**src/rtl/clk_rst_sequencer_pkg.sv**
```systemverilog
// Shared constants for the HDMI clock/reset sequencer: FSM state encodings
// and the width of the shared cycle counter.
package clk_rst_sequencer_pkg;

  localparam int CNT_W = 32;

  typedef logic [2:0] state_t;

  localparam state_t PLL_RST    = 3'd0;
  localparam state_t WAIT_LOCK  = 3'd1;
  localparam state_t STABLE     = 3'd2;
  localparam state_t REL_SERDES = 3'd3;
  localparam state_t RUN        = 3'd4;
  localparam state_t FAIL       = 3'd5;

endpackage

```
**src/rtl/clk_rst_sequencer_if.sv**
```systemverilog
// PLL-side and datapath-side control signals of the sequencer.
// master = sequencer, slave = PLL primitive / datapath resets.
interface clk_rst_sequencer_if;
  logic       pll_locked;
  logic       pll_rst;
  logic       serdes_rstn;
  logic       video_rstn;
  logic       ready;
  logic       fail;
  logic [3:0] retry_cnt;

  modport master (
    input  pll_locked,
    output pll_rst, serdes_rstn, video_rstn, ready, fail, retry_cnt
  );

  modport slave (
    output pll_locked,
    input  pll_rst, serdes_rstn, video_rstn, ready, fail, retry_cnt
  );
endinterface

```
**src/rtl/clk_rst_sequencer_sync_2ff.sv**
```systemverilog
// Generic 2-flop synchronizer, async active-low reset to 0.
// Also intended for hot-plug detect and other slow async flags.
module sync_2ff #(
  parameter int WIDTH = 1
) (
  input  logic             clk,
  input  logic             rstn,
  input  logic [WIDTH-1:0] d,
  output logic [WIDTH-1:0] q
);

  logic [WIDTH-1:0] meta;

  always_ff @(posedge clk or negedge rstn) begin
    if (!rstn) begin
      meta <= '0;
      q    <= '0;
    end else begin
      meta <= d;
      q    <= meta;
    end
  end

endmodule

```
**src/rtl/clk_rst_sequencer.sv**
```systemverilog
// PLL bring-up sequencer: PLL reset pulse, stable-lock qualification, then
// serdes release followed by video release. Retries on timeout, restarts on
// lock loss. Latency from rstn rise (lock already high) to ready, in clk
// edges: max(RST_HOLD_CYCLES,2) + 1 + LOCK_STABLE_CYCLES + STAGE_GAP_CYCLES.
module clk_rst_sequencer
  import clk_rst_sequencer_pkg::*;
#(
  parameter int RST_HOLD_CYCLES     = 16,
  parameter int LOCK_STABLE_CYCLES  = 1024,
  parameter int STAGE_GAP_CYCLES    = 8,
  parameter int LOCK_TIMEOUT_CYCLES = 65536,
  parameter int MAX_RETRY           = 3
) (
  input  logic                clk,
  input  logic                rstn,
  clk_rst_sequencer_if.master bus
);

  localparam logic [CNT_W-1:0] HOLD_LAST    = CNT_W'(RST_HOLD_CYCLES - 1);
  localparam logic [CNT_W-1:0] STABLE_LAST  = CNT_W'(LOCK_STABLE_CYCLES - 1);
  localparam logic [CNT_W-1:0] GAP_LAST     = CNT_W'(STAGE_GAP_CYCLES - 1);
  localparam logic [CNT_W-1:0] TIMEOUT_LAST = CNT_W'(LOCK_TIMEOUT_CYCLES - 1);
  localparam logic [3:0]       RETRY_LIMIT  = 4'(MAX_RETRY);

  logic             locked_s;
  state_t           state, state_n;
  logic [CNT_W-1:0] cnt, cnt_n;
  logic [3:0]       retry_q, retry_n;

  sync_2ff #(.WIDTH(1)) u_lock_sync (
    .clk  (clk),
    .rstn (rstn),
    .d    (bus.pll_locked),
    .q    (locked_s)
  );

  always_comb begin
    state_n = state;
    cnt_n   = cnt + 1'b1;
    retry_n = retry_q;
    case (state)
      PLL_RST: begin
        if (cnt == HOLD_LAST) state_n = WAIT_LOCK;
      end
      WAIT_LOCK: begin
        if (locked_s) begin
          state_n = STABLE;
        end else if (cnt == TIMEOUT_LAST) begin
          if (retry_q == RETRY_LIMIT) begin
            state_n = FAIL;
          end else begin
            retry_n = retry_q + 4'd1;
            state_n = PLL_RST;
          end
        end
      end
      STABLE: begin
        if (!locked_s)                state_n = WAIT_LOCK;
        else if (cnt == STABLE_LAST)  state_n = REL_SERDES;
      end
      REL_SERDES: begin
        if (!locked_s) begin
          state_n = PLL_RST;
          retry_n = 4'd0;
        end else if (cnt == GAP_LAST) begin
          state_n = RUN;
        end
      end
      RUN: begin
        cnt_n = cnt;
        if (!locked_s) begin
          state_n = PLL_RST;
          retry_n = 4'd0;
        end
      end
      FAIL: begin
        cnt_n = cnt;
      end
      default: begin
        state_n = PLL_RST;
      end
    endcase
    // A fresh state always starts counting from zero
    if (state_n != state) cnt_n = '0;
  end

  // Outputs are decoded from the next state so they switch on the same edge as the FSM
  always_ff @(posedge clk or negedge rstn) begin
    if (!rstn) begin
      state           <= PLL_RST;
      cnt             <= '0;
      retry_q         <= 4'd0;
      bus.pll_rst     <= 1'b1;
      bus.serdes_rstn <= 1'b0;
      bus.video_rstn  <= 1'b0;
      bus.ready       <= 1'b0;
      bus.fail        <= 1'b0;
    end else begin
      state           <= state_n;
      cnt             <= cnt_n;
      retry_q         <= retry_n;
      bus.pll_rst     <= (state_n == PLL_RST) || (state_n == FAIL);
      bus.serdes_rstn <= (state_n == REL_SERDES) || (state_n == RUN);
      bus.video_rstn  <= (state_n == RUN);
      bus.ready       <= (state_n == RUN);
      bus.fail        <= (state_n == FAIL);
    end
  end

  assign bus.retry_cnt = retry_q;

  a_release_order: assert property (@(posedge clk) disable iff (!rstn)
    (!bus.video_rstn || bus.serdes_rstn) && (!bus.serdes_rstn || !bus.pll_rst));

endmodule
```
**src/flat_wrapper.sv**
```systemverilog
// flat-port wrapper written by rule: the top's interface ports become plain ports
module clk_rst_sequencer_flat import clk_rst_sequencer_pkg::*;
#(
  parameter int RST_HOLD_CYCLES     = 16,
  parameter int LOCK_STABLE_CYCLES  = 1024,
  parameter int STAGE_GAP_CYCLES    = 8,
  parameter int LOCK_TIMEOUT_CYCLES = 65536,
  parameter int MAX_RETRY           = 3
)
  (clk, rstn, bus_pll_locked, bus_pll_rst, bus_serdes_rstn, bus_video_rstn, bus_ready, bus_fail, bus_retry_cnt);
  clk_rst_sequencer_if bus_i ();
  input  logic clk;
  input  logic rstn;
  input wire logic [$bits(bus_i.pll_locked)-1:0] bus_pll_locked;
  output wire logic [$bits(bus_i.pll_rst)-1:0] bus_pll_rst;
  output wire logic [$bits(bus_i.serdes_rstn)-1:0] bus_serdes_rstn;
  output wire logic [$bits(bus_i.video_rstn)-1:0] bus_video_rstn;
  output wire logic [$bits(bus_i.ready)-1:0] bus_ready;
  output wire logic [$bits(bus_i.fail)-1:0] bus_fail;
  output wire logic [$bits(bus_i.retry_cnt)-1:0] bus_retry_cnt;
  assign bus_i.pll_locked = bus_pll_locked;
  assign bus_pll_rst = bus_i.pll_rst;
  assign bus_serdes_rstn = bus_i.serdes_rstn;
  assign bus_video_rstn = bus_i.video_rstn;
  assign bus_ready = bus_i.ready;
  assign bus_fail = bus_i.fail;
  assign bus_retry_cnt = bus_i.retry_cnt;
  clk_rst_sequencer #(.RST_HOLD_CYCLES(RST_HOLD_CYCLES), .LOCK_STABLE_CYCLES(LOCK_STABLE_CYCLES), .STAGE_GAP_CYCLES(STAGE_GAP_CYCLES), .LOCK_TIMEOUT_CYCLES(LOCK_TIMEOUT_CYCLES), .MAX_RETRY(MAX_RETRY)) u_core (.clk(clk), .rstn(rstn), .bus(bus_i));
endmodule
```
**config.mk**
```make
export PLATFORM = sky130hd
export DESIGN_NAME = clk_rst_sequencer_flat
export DESIGN_NICKNAME = d
export VERILOG_FILES = /design/src/rtl/clk_rst_sequencer_pkg.sv /design/src/rtl/clk_rst_sequencer_if.sv /design/src/rtl/clk_rst_sequencer_sync_2ff.sv /design/src/rtl/clk_rst_sequencer.sv /design/src/flat_wrapper.sv
export SDC_FILE = /design/constraint.sdc
export NUM_CORES = 1
export LEC_CHECK = 0
export CAP_MARGIN = 20
export CORE_ASPECT_RATIO = 0.5
export CORE_UTILIZATION = 60
export CTS_BUF_LIST = sky130_fd_sc_hd__clkbuf_8 sky130_fd_sc_hd__clkbuf_16
export DETAILED_ROUTE_END_ITERATION = 7
export PLACE_DENSITY = 0.79
export REMOVE_ABC_BUFFERS = 1
export SLEW_MARGIN = 40
export SYNTH_ARGS = -nofsm -noshare
export SYNTH_HDL_FRONTEND = slang
export SYNTH_SLANG_ARGS = --single-unit
export TNS_END_PERCENT = 10
```
**constraint.sdc**
```tcl
create_clock -name clk -period 2.3 [get_ports clk]
set_input_delay 0.46 -clock clk [delete_from_list [all_inputs] [get_ports clk]]
set_output_delay 0.46 -clock clk [all_outputs]
set_load 0.03 [all_outputs]
```
==> impl_metrics.json, run 1 <==
{
  "run_status": "finished clean",
  "drive_gt1_share_pct": 19.2,
  "drt-wirelength-per-cell_um": 15.2,
  "hold_path_class": "primary input to async pin",
  "cts_root_buf": "sky130_fd_sc_hd__clkbuf_8",
  "yosys-mux-area-fraction_pct": 1.01,
  "cp_data_arrival_time_ns": 2.42,
  "r2r_worst_path_depth": 7,
  "finalSetupViolations": 0,
  "pwr-share-seq_pct": 40.2,
  "cts_htree_levels": 2,
  "ff_latch_count_synth": 45,
  "cts_hold_buf": 0,
  "critical_path_depth": 7,
  "drc_errors": 0,
  "vias": 2112,
  "dpl.hpwl_um": 3750,
  "synth_area_per_cell_um2": 9.31,
  "path_buf_inv": 0,
  "timing.final.crit_share_pct": 97.1,
  "grtUsageTotal_pct": 25.8,
  "grt_overflow": 0,
  "worst_path_largest_cell_delay_ns": 0.39,
  "crit_chain": "ha_1 -> nor4b_4 -> nand3_2 -> o32ai_1 -> nand3_1 -> nand2_2 -> mux2_4",
  "max_cap_viol_count": 0,
  "floorplan.die.width_um": 92.9,
  "vias_per_cell": 5.93,
  "syn_area_um2": 2480,
  "die-area_um2": 4410,
  "critPathLaunchType": "flip-flop",
  "fmax_ghz": 0.448,
  "netSwitchingFraction_pct": 33.4,
  "gp_congestion": 0.858,
  "finalClockSkew_ns": 0.00344,
  "tritoncts_num_sinks": 45,
  "synth_top_family_by_area": "simple AND/OR/NAND/NOR gates",
  "synth-async-reset-ratio_pct": 100,
  "layout_min_cycle_time_ns": 2.23,
  "cts_buffers": 5,
  "antenna_found_initial": 0,
  "synth.lib_cells_used.distinct": 47,
  "crit_type": "flip-flop to flip-flop",
  "power.ir.vdd_worst_v": 0.000361,
  "p_leak_nw": 1.28,
  "violation_count_after_the_first_detailed_route_iteration": 136,
  "synth_xor_area_share_pct": 11.0,
  "holdWs_ns": 0.227,
  "synth_compound_gate_area_share_pct": 6.82,
  "synthCells": 266,
  "synth_top_area_share_pct": 44.4,
  "cell_internal_pwr_mw": 1.54,
  "share_of_synthesized_cell_area_in_full_adder_half_adder_and_majority_cells_pct": 1.01,
  "final_critical_path_setup_slack_ns": 0.0673,
  "yosys_synthesis_warning_count": 0,
  "synth-simple-area-share_pct": 31.5,
  "number_of_global_route_vias_before_repair": 1783,
  "ioPinCount": 12,
  "crit_fanout": 5,
  "worstSkewPairLatency_ns": 0.30,
  "grt_first_pass_wirelength_um": 8420,
  "combPwrFrac_pct": 32.8,
  "biggest_area_consumer_among_synthesized_cells": "sky130_fd_sc_hd__dfrtp_1",
  "cts_tree": "yes",
  "dp_slack_ns": -0.0278,
  "drt_first_pass_iters": 5,
  "finalHoldViolCount": 0,
  "ant_nets": 0,
  "yosysSeqAreaShare_pct": 45.5,
  "final.fill_count": 266,
  "max_transition_margin_pct": 62.2,
  "worstMarginPinSlew_ns": 0.566,
  "grt_max_degree": 46,
  "synth_edf_count": 0,
  "core_region_area_um2": 3920,
  "rows": 16,
  "areaGrowthSynthToFinish_pct": 20.5,
  "drt-total-wl_um": 5410,
  "cp_slowest_cell": "sky130_fd_sc_hd__dfrtp_1",
  "timing.critical_path.to_type": "flip-flop",
  "port-buffer-count": 11,
  "finalPower_mw": 2.31,
  "start_util_pct": 63.1,
  "netlist_top_cells_count": "sky130_fd_sc_hd__dfrtp_1, sky130_fd_sc_hd__nor2_1, sky130_fd_sc_hd__nand2_1, sky130_fd_sc_hd__nor3_1",
  "net-switching-power_mw": 0.772,
  "cts_buffer_depth": 2,
  "worstPathRequired_ns": 2.49,
  "num_antenna_cells": 0,
  "main_synth_ff_type": "sky130_fd_sc_hd__dfrtp_1",
  "yosys.cell_count.top_type": "sky130_fd_sc_hd__dfrtp_1",
  "die_h_um": 47.4,
  "power.clock.fraction_pct": 27.0,
  "critical-path-top-delay-family": "simple AND/OR/NAND/NOR gates",
  "cts.clk_slew.worst_paths_ns": 0.08,
  "slew_viol_final": 0,
  "power-per-cell-area_nw_per_um2": 774,
  "synth.top_cells.by_area": "sky130_fd_sc_hd__dfrtp_1, sky130_fd_sc_hd__xor2_1, sky130_fd_sc_hd__nor2_1",
  "layout.nets": 306
}
[cell families after synthesis]
logic type / after synthesis
and+or+nand+nor: 144
DFF: 45
xor gates and xnor gates: 31
AOI/OAI and AO/OA: 26
buffers and inverters: 16
muxes: 2
adders and majority gates: 2
[final timing paths]
| kind | slack (ns) | to | startpoint |
|---|---|---|---|
| max reg2reg | 0.07 | u_core.bus.serdes_rstn | u_core.cnt[1] |
| min in group clk | 0.38 | u_core.u_lock_sync.q | u_core.u_lock_sync.meta |
| min | 0.23 | u_core.bus.retry_cnt[2] | rstn |
| min reg2reg | 0.38 | u_core.u_lock_sync.q | u_core.u_lock_sync.meta |
| max in group asynchronous | 1.68 | u_core.bus.pll_rst | rstn |
| max | 0.07 | u_core.bus.serdes_rstn | u_core.cnt[1] |
[timing repair]
item,CTS,global route
endpoints found under the setup margin,14,34
buffers inserted,0,1
gates resized for setup,1,6
[metrics by stage]
step           cells  cell area [um^2]  util, %  setup TNS, ns
2_1_floorplan    255              2420        -         -0.579
3_3_place_gp     347              2820     71.8              0
3_5_place_dp     347              2820     71.8        -0.0387
4_1_cts          355              2940     75.0              0
5_1_grt          356              2990     76.1         -0.111
6_report         356              2990     76.1              0
[metal layers]
metal  GRT usage (%)  up-vias  share of wire [%]
met4            6.77        0               0.59
met2            41.3       98                 46
met5               0        -                  0
met3            5.71        3                7.1
li1                -     1006                  -
met1            36.8     1005                 46
[power groups by stage]
stage	clock network (mW)	registers [mW]	logic [mW]
2_1_floorplan	0	0.967	0.394
4_1_cts	0.637	0.927	0.728
5_1_grt	0.676	0.941	0.821
6_report	0.624	0.929	0.758
3_3_place_gp	0	0.938	0.699
3_5_place_dp	0	0.942	0.722
[cell type report]
type	instances	area, um^2	share of cell area, %
timing repair buffer	39	340	11.4
inverter	5	18.8	0.629
sequential	45	1130	37.8
clock buffer	6	82.6	2.77
multi-input combinational	205	1310	43.9
clock inverter	2	37.5	1.26
tap	54	67.6	2.26
[state kept, by name (all words and copies together) (netlist names)]
| name | flops |
|---|---|
| u_core.u_lock_sync.meta | 1 |
| u_core.u_lock_sync.q | 1 |
| u_core.bus.video_rstn | 1 |
| u_core.bus.serdes_rstn | 1 |
| u_core.cnt | 32 |
| u_core.bus.pll_rst | 1 |
| u_core.bus.retry_cnt | 4 |
| u_core.bus.fail | 1 |
| u_core.state | 3 |
[worst reg2reg max path, delay by kind of cell, from the launching register on]
kind	cells	cell delay [ns]
AND/OR/NAND/NOR	4	0.89
flip-flops	1	0.39
AO/OA/AOI/OAI	1	0.31
multiplexers	1	0.30
adder cells (fa/ha/maj)	1	0.24
[layout by cell type, fill, tap and decap left out, types with 3 or more instances in the layout]
cell type                         netlist  final
sky130_fd_sc_hd__a21oi_1                8      8
sky130_fd_sc_hd__and3_1                 4      4
sky130_fd_sc_hd__buf_4                  2     26
sky130_fd_sc_hd__clkbuf_8               0      6
sky130_fd_sc_hd__clkdlybuf4s50_1        0     10
sky130_fd_sc_hd__dfrtp_1               44     44
sky130_fd_sc_hd__inv_1                  5      5
sky130_fd_sc_hd__nand2_1               21     21
sky130_fd_sc_hd__nand3_1               19     17
sky130_fd_sc_hd__nand4_1                9      9
sky130_fd_sc_hd__nor2_1                34     34
sky130_fd_sc_hd__nor2b_1                3      3
sky130_fd_sc_hd__nor3_1                21     21
sky130_fd_sc_hd__nor4_1                 8      7
sky130_fd_sc_hd__nor4b_1                5      4
sky130_fd_sc_hd__o21ai_0                9      9
sky130_fd_sc_hd__xnor2_1               12     12
sky130_fd_sc_hd__xor2_1                19     19
(Power assumes the default switching activity.)
==> inputs of run 2 (changes only) <==
Settings changed: PLACE_DENSITY 0.79 to 0.76.
==> impl_metrics.json, run 2 (synthesized netlist as in run 1, its figures left out) <==
{
  "max_cap_viol_count": 0,
  "finish.instance_area_um2": 3110,
  "crit_chain": "ha_2 -> nor3b_4 -> or4_4 -> nor4_4 -> o21a_1 -> a21boi_4 -> clkbuf_16 -> nor3_2",
  "drt-wirelength-per-cell_um": 16.7,
  "run_status": "finished with violations",
  "drt-total-wl_um": 6010,
  "finalSetupViolations": 13,
  "crit_fanout": 6,
  "crit_type": "flip-flop to flip-flop",
  "number_of_global_route_vias_before_repair": 1833,
  "cts_hold_buf": 0,
  "grt_setup_unrepaired": "true",
  "power.ir.vdd_worst_v": 0.000379,
  "wl_met2_um": 2900,
  "grt_max_degree": 46,
  "finalHoldViolCount": 0,
  "worstSkewPairLatency_ns": 0.30,
  "dpl.hpwl_um": 3810,
  "worstMarginPinSlew_ns": 0.570,
  "die-area_um2": 4410,
  "cts_buffer_depth": 2,
  "core_region_area_um2": 3920,
  "grt_overflow": 0,
  "cts_buffers": 5,
  "p_leak_nw": 1.32,
  "fmax_ghz": 0.424,
  "hold_path_class": "primary input to async pin",
  "start_util_pct": 63.1,
  "antenna_found_initial": 0,
  "violation_count_after_the_first_detailed_route_iteration": 150,
  "cts_tree": "yes",
  "violated_checks": "setup timing",
  "largest_reg_flops": 32,
  "worst_path_largest_cell_delay_ns": 0.45,
  "timing.final.crit_share_pct": 103,
  "tritoncts_num_sinks": 45,
  "layout.nets": 309,
  "drt-met1-wl_um": 2650,
  "die_h_um": 47.4,
  "rows": 16,
  "dp_slack_ns": -0.0324,
  "finalClockSkew_ns": 0.00763,
  "gp_congestion": 0.895,
  "layout.cells.most_common": "sky130_fd_sc_hd__dfrtp_1",
  "final.fill_count": 253,
  "critPathLaunchType": "flip-flop",
  "cp_data_arrival_time_ns": 2.55,
  "floorplan.die.width_um": 92.9,
  "ioPinCount": 12,
  "layout_min_cycle_time_ns": 2.36,
  "grtUsageTotal_pct": 27.4,
  "cts_root_buf": "sky130_fd_sc_hd__clkbuf_8",
  "grt_first_pass_wirelength_um": 8960,
  "placed_cell_area_um2": 2800,
  "power-per-cell-area_nw_per_um2": 790,
  "num_antenna_cells": 0,
  "cp_slowest_cell": "sky130_fd_sc_hd__or4_4",
  "cts.clk_slew.worst_paths_ns": 0.09,
  "dr_wl_met3_um": 375,
  "port-buffer-count": 11,
  "layout_common_cells": "sky130_fd_sc_hd__dfrtp_1, sky130_fd_sc_hd__nor2_1, sky130_fd_sc_hd__buf_4, sky130_fd_sc_hd__nand2_1, sky130_fd_sc_hd__xor2_1",
  "cts_htree_levels": 2,
  "max_flop_register": "u_core.cnt",
  "drt_first_pass_iters": 4,
  "worstPathRequired_ns": 2.49,
  "timing.critical_path.to_type": "flip-flop",
  "final_critical_path_setup_slack_ns": -0.0590,
  "drive_gt1_share_pct": 25.9,
  "drc_errors": 0,
  "max_transition_margin_pct": 62.0,
  "vias": 2140,
  "routed.top_layer": "met4",
  "dp_cells": 345,
  "vias_per_cell": 5.96,
  "fin_cells": 359,
  "areaGrowthSynthToFinish_pct": 25.5,
  "slew_viol_final": 0,
  "ant_nets": 0,
  "postLayoutCoreUtil_pct": 79.2
}
[run 2: critical path, delay by kind of cell (launching register included)]
| family | cells | cell delay [ns] |
|---|---|---|
| AO/OA/AOI/OAI | 2 | 0.53 |
| buffers and inverters | 1 | 0.21 |
| adder cells (fa/ha/maj) | 1 | 0.20 |
| AND/OR/NAND/NOR | 4 | 0.94 |
| flip-flops | 1 | 0.39 |
[run 2: area by class of cell]
type                            count  area (um^2)  area share, %
Multi-Input combinational cell    205         1390           44.7
Sequential cell                    45         1130           36.4
Timing Repair Buffer               42          380           12.2
Clock buffer                        6         82.6           2.66
Tap cell                           54         67.6           2.17
Clock inverter                      2         37.5           1.21
Inverter                            5         18.8          0.604
[run 2: routing by layer]
| layer | vias up | GRT usage, % |
|---|---|---|
| li1 | 1007 | - |
| met1 | 1051 | 36.3 |
| met2 | 69 | 44.3 |
| met3 | 13 | 7.94 |
| met4 | 0 | 10.5 |
| met5 | - | 0 |
[run 2: timing repair]
item	4_1_cts	5_1_grt
endpoints found under the setup margin	36	38
gates resized for setup	1	25
pin swaps	0	10
cloned	0	1
buffers inserted	0	5
[run 2: stage by stage]
stage	total power, mW	setup TNS, ns	hold WS (ns)
finish	2.46	-0.431	0.230
global route	2.56	-1.49	0.287
CTS	2.28	0	0.252
detailed placement	1.65	-0.427	0.339
global placement	1.63	0	0.336
floorplan	1.36	-0.579	0.164
[run 2: worst paths after layout]
path / startpoint / to / slack (ns) / cells past startpoint
setup / recovery: u_core.bus.retry_cnt[1] / u_core.cnt[0] / -0.06 / 8
max in group asynchronous: rstn / u_core.cnt[15] / 1.65 / 2
setup reg to reg: u_core.bus.retry_cnt[1] / u_core.cnt[0] / -0.06 / 8
hold reg to reg: u_core.u_lock_sync.meta / u_core.u_lock_sync.q / 0.36 / 0
min in group clk: u_core.u_lock_sync.meta / u_core.u_lock_sync.q / 0.36 / 0
hold / removal: rstn / u_core.bus.retry_cnt[1] / 0.23 / 2
[run 2: report_power, final]
group | internal [mW] | switching [mW]
Sequential | 0.860 | 0.0781
Combinational | 0.393 | 0.498
Clock | 0.353 | 0.274
Total | 1.61 | 0.850
